`config.mk`:
```
export PLATFORM = sky130hd
export DESIGN_NAME = mem_interface
export DESIGN_NICKNAME = d
export VERILOG_FILES = /design/src/rtl/mem_interface.sv
export SDC_FILE = /design/constraint.sdc
export NUM_CORES = 1
export LEC_CHECK = 0
export CAP_MARGIN = 10
export CORE_UTILIZATION = 44
export DETAILED_ROUTE_END_ITERATION = 10
export GPL_ROUTABILITY_DRIVEN = 0
export PLACE_DENSITY = 0.8
export SLEW_MARGIN = 20
export SYNTH_ARGS = -nofsm -noshare
export SYNTH_HDL_FRONTEND = slang
export SYNTH_SLANG_ARGS = --single-unit
```
`constraint.sdc`:
```
create_clock -name clk -period 3.7 [get_ports clk]
set_clock_uncertainty 0.2 [all_clocks]
set_input_delay 0.555 -clock clk [delete_from_list [all_inputs] [get_ports clk]]
set_output_delay 0.555 -clock clk [all_outputs]
set_load 0.01 [all_outputs]
```
`src/rtl/mem_interface.sv`:
```
// mem_interface: memory access stage between the microprogrammed control
// unit and a word-wide, waitrequest-style bus. Turns level-held mem_read /
// mem_write requests into single bus transactions, steers store bytes onto
// the proper lanes and extracts/extends load data.
//
// Optional build macro: MEM_IF_MISALIGN_TRAP_EN
//   defined   - misaligned accesses bypass the bus and complete with a
//               misaligned pulse
//   undefined - misaligned is tied 0 and offending low address bits are
//               ignored for lane selection
module mem_interface #(
   parameter int ADDR_W = 32,
   parameter int DATA_W = 32
) (
   input  logic              clk,
   input  logic              rst,
   input  logic              mem_read,
   input  logic              mem_write,
   input  logic [ADDR_W-1:0] addr,
   input  logic [2:0]        funct3,
   input  logic [DATA_W-1:0] wdata,
   output logic [DATA_W-1:0] rdata,
   output logic              mem_complete_read,
   output logic              mem_complete_write,
   output logic              busy,
   output logic              misaligned,
   output logic [ADDR_W-1:0] bus_addr,
   output logic              bus_read,
   output logic              bus_write,
   output logic [3:0]        bus_byteenable,
   output logic [DATA_W-1:0] bus_wdata,
   input  logic [DATA_W-1:0] bus_rdata,
   input  logic              bus_waitrequest,
   input  logic              bus_readdatavalid
);

   typedef enum logic [2:0] {
      IDLE,
      RD_REQ,
      RD_WAIT,
      WR_REQ,
      DONE
   } state_t;

   localparam logic [1:0] SZ_BYTE = 2'd0;
   localparam logic [1:0] SZ_HALF = 2'd1;
   localparam logic [1:0] SZ_WORD = 2'd2;

   state_t            state;
   state_t            state_next;
   logic              capture;
   logic              trap_req;
   logic [ADDR_W-1:0] req_addr;
   logic [2:0]        req_funct3;
   logic [DATA_W-1:0] req_wdata;
   logic              req_write;

   // Access size: stores only know SB/SH/SW (everything else is a word),
   // loads treat the unsigned encodings like their signed counterparts.
   function automatic logic [1:0] access_size(input logic is_write, input logic [2:0] f3);
      logic [1:0] sz;
      sz = SZ_WORD;
      if (is_write) begin
         case (f3)
            3'b000:  sz = SZ_BYTE;
            3'b001:  sz = SZ_HALF;
            default: sz = SZ_WORD;
         endcase
      end else begin
         case (f3)
            3'b000, 3'b100: sz = SZ_BYTE;
            3'b001, 3'b101: sz = SZ_HALF;
            default:        sz = SZ_WORD;
         endcase
      end
      return sz;
   endfunction

   // Lane enables: bytes pick one lane, halves pick by addr[1], words use all.
   function automatic logic [3:0] lane_enable(input logic [1:0] sz, input logic [1:0] off);
      logic [3:0] be;
      case (sz)
         SZ_BYTE: be = 4'b0001 << off;
         SZ_HALF: be = off[1] ? 4'b1100 : 4'b0011;
         default: be = 4'b1111;
      endcase
      return be;
   endfunction

   // Store data is replicated across lanes so the byteenable alone selects it.
   function automatic logic [31:0] steer_store(input logic [1:0] sz, input logic [31:0] d);
      logic [31:0] s;
      case (sz)
         SZ_BYTE: s = {4{d[7:0]}};
         SZ_HALF: s = {2{d[15:0]}};
         default: s = d;
      endcase
      return s;
   endfunction

   // Load data is pulled out of its lane and sign- or zero-extended.
   function automatic logic [31:0] extract_load(input logic [2:0] f3, input logic [1:0] off,
                                                input logic [31:0] d);
      logic [7:0]  b;
      logic [15:0] h;
      logic [31:0] r;
      case (off)
         2'd0:    b = d[7:0];
         2'd1:    b = d[15:8];
         2'd2:    b = d[23:16];
         default: b = d[31:24];
      endcase
      h = off[1] ? d[31:16] : d[15:0];
      case (f3)
         3'b000:  r = {{24{b[7]}}, b};
         3'b100:  r = {24'd0, b};
         3'b001:  r = {{16{h[15]}}, h};
         3'b101:  r = {16'd0, h};
         default: r = d;
      endcase
      return r;
   endfunction

`ifdef MEM_IF_MISALIGN_TRAP_EN
   logic req_mis;
   logic half_op;

   // Half accesses need addr[0]=0, word accesses need addr[1:0]=0.
   always_comb begin
      half_op  = (funct3 == 3'b001) || (!mem_write && funct3 == 3'b101);
      trap_req = (half_op && addr[0]) || (funct3 == 3'b010 && addr[1:0] != 2'b00);
   end

   // Remember whether the accepted request trapped, for the DONE pulse.
   always_ff @(posedge clk or posedge rst) begin
      if (rst)
         req_mis <= 1'b0;
      else if (state == IDLE && (mem_read || mem_write))
         req_mis <= trap_req;
   end

   assign misaligned = (state == DONE) && req_mis;
`else
   assign trap_req   = 1'b0;
   assign misaligned = 1'b0;
`endif

   // State register, request capture and load-data capture.
   always_ff @(posedge clk or posedge rst) begin
      if (rst) begin
         state      <= IDLE;
         req_addr   <= '0;
         req_funct3 <= 3'b000;
         req_wdata  <= '0;
         req_write  <= 1'b0;
         rdata      <= '0;
      end else begin
         state <= state_next;
         if (state == IDLE && (mem_read || mem_write)) begin
            req_addr   <= addr;
            req_funct3 <= funct3;
            req_write  <= mem_write;
            if (mem_write)
               req_wdata <= wdata;
         end
         if (capture)
            rdata <= extract_load(req_funct3, req_addr[1:0], bus_rdata);
      end
   end

   // Next-state logic; requests are only looked at in IDLE, write wins.
   always_comb begin
      state_next = state;
      capture    = 1'b0;
      case (state)
         IDLE: begin
            if (mem_write || mem_read) begin
               if (trap_req)
                  state_next = DONE;
               else if (mem_write)
                  state_next = WR_REQ;
               else
                  state_next = RD_REQ;
            end
         end
         RD_REQ: begin
            if (!bus_waitrequest) begin
               if (bus_readdatavalid) begin
                  capture    = 1'b1;
                  state_next = DONE;
               end else begin
                  state_next = RD_WAIT;
               end
            end
         end
         RD_WAIT: begin
            if (bus_readdatavalid) begin
               capture    = 1'b1;
               state_next = DONE;
            end
         end
         WR_REQ: begin
            if (!bus_waitrequest)
               state_next = DONE;
         end
         DONE:    state_next = IDLE;
         default: state_next = IDLE;
      endcase
   end

   assign busy               = (state != IDLE);
   assign bus_read           = (state == RD_REQ);
   assign bus_write          = (state == WR_REQ);
   assign bus_addr           = {req_addr[ADDR_W-1:2], 2'b00};
   assign bus_byteenable     = (bus_read || bus_write)
                               ? lane_enable(access_size(req_write, req_funct3), req_addr[1:0])
                               : 4'b0000;
   assign bus_wdata          = steer_store(access_size(req_write, req_funct3), req_wdata);
   assign mem_complete_read  = (state == DONE) && !req_write;
   assign mem_complete_write = (state == DONE) && req_write;

   // The control unit must never raise both requests at once.
   assert property (@(posedge clk) disable iff (rst)
                    !(state == IDLE && mem_read && mem_write));

endmodule

```
# [Word-level counts from Yosys, hierarchy flattened]
# Index checks and enable logic that the tools add are counted.
[totals] reg_bits=103 inputBits=105 wordCells=56
[op_classes] eq_ne=14 shift=1 n_mux=20 n_reduce_logical=15
[op_table] operator="$pmux W32 S4" count=1
[op_table] operator="$pmux W32 S2" count=1
[op_table] operator="$pmux W8 S3" count=1
[op_table] operator="$mux W16" count=1
[op_table] operator="$mux W3" count=5
[op_table] operator="$pmux W3 S4" count=1
[op_table] operator="$eq A3 B3 Y1 const B" count=3
[op_table] operator="$mux W4" count=2
[op_table] operator="$pmux W2 S2" count=2
[op_table] operator="$pmux W4 S2" count=1
[op_table] operator="$eq A3 B1 Y1 const B" count=2
[op_table] operator="$eq A3 B2 Y1 const B" count=2
[op_table] operator="$logic_not A3 Y1" count=2
[op_table] operator="$ne A2 B2 Y1 const B" count=3
[op_table] operator="$eq A2 B1 Y1 const B" count=2
[op_table] operator="$logic_not A2 Y1" count=2
[op_table] operator="$mux W2" count=2
[op_table] operator="$reduce_and A4 Y1" count=1
[op_table] operator="$reduce_or A2 Y1" count=2
[op_table] operator="$shl A1 B2 Y4 const A" count=1
[op_table] operator="$logic_and A1 B1 Y1" count=3
[op_table] operator="$reduce_bool A3 Y1" count=1
[op_table] operator="$eq A2 B2 Y1 const B" count=1
[op_table] operator="$logic_or A1 B1 Y1" count=2
[op_table] operator="other kinds (5)" count=6

# [Longest topological paths before layout]
# Gate-level depths: netlist (run 1).
[logic_depth] ltp_word=7 ltp_mapped=7 depth_no_buf=4

# [Worst setup path after synthesis (run 1)]
# OpenSTA, ideal clock, no wires.
[synth_timing] path_type="reg2out" startpoint="register req_funct3[1]" endpoint="output port bus_wdata[10]" arrival_time_ns=1.549 setup_slack_ns=1.396 stages_incl_launch_ff=6 cell_sequence="dfrtp_1 clkbuf_1 a21oi_2 nor2b_1 buf_2 mux2_1"
[synth_via] elab_chain_cells=6 word_cells_on_any_way=12 cone_classes="eq/ne: 4; mux: 4; reduce/logical: 4"
[synth_rtl] item="from (decl)" line_no="54" text="logic [2:0] req_funct3;"
[synth_rtl] item="from (signal assigned)" line_no="161" text="req_funct3 <= funct3;"
[synth_rtl] item="$eq A3 B1 Y1, or another cell as far along" line_no="64, 70"
[synth_rtl] item="$reduce_or A2 Y1" line_no="70" text="case (f3)"
[synth_rtl] item="$pmux W2 S2" line_no="70"
[synth_rtl] item="$mux W2 (*)" line_no="63" text="if (is_write) begin"
[synth_rtl] item="$eq A2 B1 Y1 / $logic_not A2 Y1 (equally long branches)" line_no="93" text="case (sz)"
[synth_rtl] item="$pmux W32 S2 (*)" line_no="93"
[synth_rtl] item="to (decl)" line_no="31" text="output logic [DATA_W-1:0] bus_wdata,"
# Every way passes the cells marked *; elsewhere a longest branch is shown, timed or not.

# [Worst setup path in the final report (run 1)]
[layout_timing] startpoint="register req_funct3[2]" endpoint="output port bus_wdata[11]"
# Same word-level chain as after synthesis.

==> flow_summary_export.csv, run 1 <==
group,metric,value,unit
logic_synthesis,synth_seq_cells,103,
setup_path,cp_max_fo,8,
run_status,violations,"DRC",
detailed_routing,num_vias,4155,
layout,mostFrequentLayoutCells,"207 x clkdlybuf4s50_1, 103 x dfrtp_1, 76 x mux2_1",
pwr,p_int,4.26,mW
sta,fmax,0.322,GHz
logic_synthesis,synthesis.area,5300,µm²
layout,mostFrequentLayoutCell,"clkdlybuf4s50_1",
sta,rsz0062_at_grt,"no",
clock_network,clock_sinks,103,
detailed_routing,drt_iter0_drc,248,
setup_path,r2r_start,"state[1]$_DFFE_PP0P_",
sta,finalSetupViolCount,0,
pwr,pwr_density_cell,899,nW/µm²
sta,relSlewSlack,0.482,
sta,min_period,3110,ps
run,drv_cap,0,
clock_network,holdBufCountCts,0,
sta,holdWs,283,ps
clock_network,post-cts-setup-buffers,0,
clock_network,clk_latency,340,ps
clock_network,path_clk_slew,70,ps
sta,tightest_slew,777,ps
layout,diodes,0,
floorplan,core,11600,µm²
logic_synthesis,yosys_warnings,0,
setup_path,rrSetupSlack,1280,ps
logic_synthesis,synthFlopType,"dfrtp_1",
clock_network,cts_tree,"done",
sta,finalMaxSlewViolations,0,
sta,fin_crit_sh,0.840,
setup_path,cp-end-kind,"primary output",
sta,setup_ws,594,ps
clock_network,numCtsBuffers,9,
floorplan,die_area,12500,µm²
logic_synthesis,synthCells,477,
hold_path,hold_end,"req_addr[15]$_DFFE_PP0P_",
clock_network,clockBufferDepth,2,
floorplan,rows,39,
setup_path,critPathArrivalTime,2350,ps
detailed_routing,firstDrtPassIters,8,
global_routing,grt_max_degree,44,
place,post-place-ws,936,ps
detailed_routing,routed_wl,13800,µm
logic_synthesis,synth.distinct_cells,38,
logic_synthesis,seq_area_frac_synth,0.487,
sta,setup_tns,0,ps
floorplan,die_y,112,µm
pwr,power_switching,2.45,mW
pwr,clkPwrFrac,0.139,
global_routing,antenna_found_initial,0,
logic_synthesis,avgSynthCellArea,11.1,µm²
run_status,run_status,"finished, violations left",
layout,final_nets,742,
floorplan,io-pin-count,211,
global_routing,first_global_vias,4369,
layout,area_growth,40.9,%
pwr,ir_drop,609,µV
pwr,seq_power_share,0.312,
detailed_routing,avgViaCountPerCell,5.29,
clock_network,h-tree-depth,3,
setup_path,r2r_end,"req_addr[31]$_DFFE_PP0P_",
setup_path,critPathKind,"reg -> out",
pwr,p_leak,3.15,nW
setup_path,r2r_cells,5,
global_routing,grt_overflow_total,0,
sta,hold_viol,0,
floorplan,start_util,0.458,
detailed_routing,drc,15,
pwr,p_sw_frac,0.366,
clock_network,cts_root_buf,"clkbuf_16",
pwr,comb_power_share,0.548,
hold_path,min_path_cells,1,
hold_path,worstHoldStart,"req_addr[15]$_DFFE_PP0P_",
detailed_routing,routedWlPerCell,17.6,µm
place,dp_hpwl,10100,µm
layout,drive_above_1_share,0.0981,
setup_path,cp_data_required_time,2940,ps
hold_path,hp-class,"reg -> reg",
setup_path,cp-start-kind,"register",
clock_network,cts-resized-gates,0,
global_routing,gr-usage-all-layers,0.228,
place,port_buffers,207,
logic_synthesis,synth-edff-count,0,
layout,postLayoutCellArea,7470,µm²
detailed_routing,ant_nets,0,
global_routing,grt_pass1_wl,22400,µm
logic_synthesis,synthArstFlopShare,1.00,
place,dpl_cell_area,7170,µm²
floorplan,die_w,112,µm
==> cell families (layout without fill, tap and decap cells) <==
group | count (synthesis) | in the layout | share of synthesized area
AOI/OAI and AO/OA | 53 | 53 | 0.0581
DFF | 103 | 103 | 0.487
and+or+nand+nor | 138 | 138 | 0.140
muxes | 103 | 103 | 0.218
other | 1 | 3 | 0.000708
buffers and inverters | 79 | 242 | 0.0966
==> sequential cells by signal (all words and copies together), names as in the netlist <==
signal / cells
req_funct3: 3
rdata: 32
req_addr: 32
req_write: 1
req_wdata: 32
state: 3
==> metal layers <==
metal  track usage  routed length (µm)  share of wire
met1         0.274                5360           0.39
met2         0.398                6990           0.51
met3        0.0572                1240          0.089
met4        0.0784                 220          0.016
met5             0                   0              0
==> critical path, cell delays in order (launching register included) <==
cell and delay, ps:
dfrtp_1 430, a21oi_2 370, nor2b_1 180, buf_4 190, mux2_1 350, clkdlybuf4s50_1 480
==> Yosys cell counts, types with 7 or more instances <==
| cell | n | area share |
|---|---|---|
| dfrtp_1 | 103 | 0.49 |
| mux2_1 | 76 | 0.16 |
| buf_4 | 45 | 0.064 |
| nand2_1 | 35 | 0.025 |
| nor2_1 | 28 | 0.020 |
| a21oi_1 | 26 | 0.025 |
| nand3_1 | 26 | 0.025 |
| clkbuf_1 | 16 | 0.011 |
| mux2_2 | 14 | 0.030 |
| mux2i_1 | 12 | 0.023 |
| nand3_2 | 10 | 0.019 |
| nor3b_1 | 8 | 0.011 |
| buf_2 | 7 | 0.0066 |
| nor2b_1 | 7 | 0.0083 |
==> final cells by class <==
type / instances / area (µm²)
Timing Repair Buffer: 220 / 2170
Sequential cell: 103 / 2580
Clock buffer: 13 / 280
Tap cell: 143 / 179
Inverter: 6 / 25.0
Fill cell: 935 / 4100
Multi-Input combinational cell: 297 / 2220
Clock inverter: 3 / 15.0
==> worst max path at each step <==
stage / depth (start not counted) / to / start
after global placement: 5 / bus_wdata[8] / req_funct3[2]$_DFFE_PP0P_
after CTS: 5 / bus_wdata[11] / req_funct3[2]$_DFFE_PP0P_
after global routing: 5 / bus_wdata[15] / req_funct3[2]$_DFFE_PP0P_
final: 5 / bus_wdata[11] / req_funct3[2]$_DFFE_PP0P_
after floorplan: 1 / rdata[0]$_DFFE_PP0P_ / rst
after detailed placement: 5 / rdata[16]$_DFFE_PP0P_ / bus_waitrequest
==> power groups by stage <==
stage	logic [mW]	clock network, mW	registers (mW)
after floorplan	2.24	0	2.04
after global placement	3.61	0	2.08
after detailed placement	3.69	0	2.11
after CTS	3.72	0.952	2.09
after global routing	3.96	0.996	2.17
final	3.68	0.935	2.09
==> per-stage QoR <==
| stage | util | instances | power (mW) |
|---|---|---|---|
| floorplan | - | 479 | 4.28 |
| global placement | 0.620 | 769 | 5.69 |
| detailed placement | 0.620 | 769 | 5.80 |
| CTS | 0.646 | 785 | 6.77 |
| global route | 0.646 | 785 | 7.13 |
| finish | 0.646 | 785 | 6.71 |
Power figures use the tool's default switching activity.
==> run 2: changes to the inputs <==
Clock period 3.7 ns to 3.2 ns, I/O delays scaled along.
==> flow_summary_export.csv, run 2 (synthesized netlist as in run 1, its figures left out) <==
group,metric,value,unit
clock_network,cts-resized-gates,0,
sta,setup_tns,0,ps
clock_network,clk_latency,350,ps
run,drv_cap,0,
setup_path,cp_max_fo,27,
detailed_routing,avgViaCountPerCell,5.26,
pwr,p_leak,3.16,nW
pwr,ir_drop,739,µV
clock_network,numCtsBuffers,9,
sta,finalMaxSlewViolations,0,
sta,tightest_slew,769,ps
clock_network,clock_sinks,103,
layout,final_cells,784,
floorplan,die_y,112,µm
clock_network,h-tree-depth,3,
place,dpl_cell_area,7190,µm²
detailed_routing,routedWlPerCell,17.8,µm
global_routing,grt_max_degree,54,
run_status,violations,"DRC",
layout,area_growth,41.8,%
clock_network,clockBufferDepth,2,
sta,relSlewSlack,0.486,
layout,final_nets,741,
run_status,run_status,"finished, violations left",
sta,fmax,0.337,GHz
place,dp_hpwl,10400,µm
clock_network,holdBufCountCts,0,
floorplan,die_area,12500,µm²
clock_network,path_clk_slew,70,ps
detailed_routing,routed_wl,14000,µm
sta,rsz0062_at_grt,"no",
global_routing,gr-usage-all-layers,0.232,
global_routing,grt_pass1_wl,22700,µm
sta,finalSetupViolCount,0,
detailed_routing,drc,14,
layout,diodes,0,
setup_path,cp-start-kind,"register",
sta,fin_crit_sh,0.926,
floorplan,rows,39,
layout,postLayoutCellArea,7510,µm²
detailed_routing,firstDrtPassIters,8,
pwr,pwr_density_cell,1050,nW/µm²
layout,mostFrequentLayoutCell,"clkdlybuf4s50_1",
sta,hold_viol,0,
floorplan,die_w,112,µm
clock_network,post-cts-setup-buffers,0,
sta,min_period,2960,ps
setup_path,cp_data_required_time,2520,ps
layout,drive_above_1_share,0.0952,
place,dp_cells,768,
detailed_routing,drt_iter0_drc,224,
hold_path,hp-class,"reg -> reg",
layout,mostFrequentLayoutCells,"207 x clkdlybuf4s50_1, 103 x dfrtp_1, 76 x mux2_1",
setup_path,cp-end-kind,"primary output",
layout,reg_top3,"rdata x32, req_addr x32, req_wdata x32",
setup_path,critPathArrivalTime,2280,ps
global_routing,antenna_found_initial,0,
clock_network,cts_tree,"done",
global_routing,grt_overflow_total,0,
floorplan,core,11600,µm²
detailed_routing,ant_nets,0,
global_routing,first_global_vias,4439,
setup_path,critPathKind,"reg -> out",
floorplan,io-pin-count,211,
clock_network,cts_root_buf,"clkbuf_16",
detailed_routing,num_vias,4122,
floorplan,start_util,0.458,
place,port_buffers,207,
-- run 2: critical path, stage by stage, from the launching register on --
cell and delay (ps):
dfrtp_1 460, a21oi_2 180, buf_4 330, nor2_1 100, a21oi_1 260, clkdlybuf4s50_1 600
-- run 2: per-layer routing --
layer  vias to the layer above  share of wire  global-route usage
met5                         -              0                   0
met4                         0          0.019              0.0847
met3                        19          0.095              0.0795
met2                       191           0.49               0.386
met1                      1986           0.40               0.278
li1                       1926              -                   -
-- run 2: final timing paths --
kind | start | end | slack (ps) | depth (start not counted)
worst max-delay path | req_funct3[2]$_DFFE_PP0P_ | bus_wdata[24] | 240 | 5
worst min-delay path | req_addr[17]$_DFFE_PP0P_ | req_addr[17]$_DFFE_PP0P_ | 280 | 1
worst max register to register | req_addr[1]$_DFFE_PP0P_ | rdata[16]$_DFFE_PP0P_ | 890 | 5
worst min register to register | req_addr[17]$_DFFE_PP0P_ | req_addr[17]$_DFFE_PP0P_ | 280 | 1
max in group asynchronous | rst | req_write$_DFFE_PP0P_ | 1660 | 3
min in group asynchronous | rst | req_addr[13]$_DFFE_PP0P_ | 410 | 2
-- run 2: metrics by stage --
stage               utilization  total power [mW]  hold slack [ps]  setup WS (ps)
floorplan                     -              4.95              254            971
global placement          0.622              6.60              264            587
detailed placement        0.622              6.76              277            518
CTS                       0.650              7.98              291            207
global route              0.650              8.41              311            141
finish                    0.650              7.90              283            236
-- run 2: cell type report --
cell class	count	area [µm²]
Clock buffer	11	243
Tap cell	143	179
Inverter	6	26.3
Multi-Input combinational cell	297	2220
Sequential cell	103	2580
Clock inverter	5	81.3
Timing Repair Buffer	219	2190
Fill cell	927	4050
-- run 2: report_power, final --
group	total [mW]	internal (mW)	leakage, nW	switching (mW)
Combinational	4.29	2.37	1.77	1.92
Sequential	2.43	1.96	1.23	0.467
Clock	1.19	0.707	0.156	0.484
Total	7.90	5.03	3.16	2.87
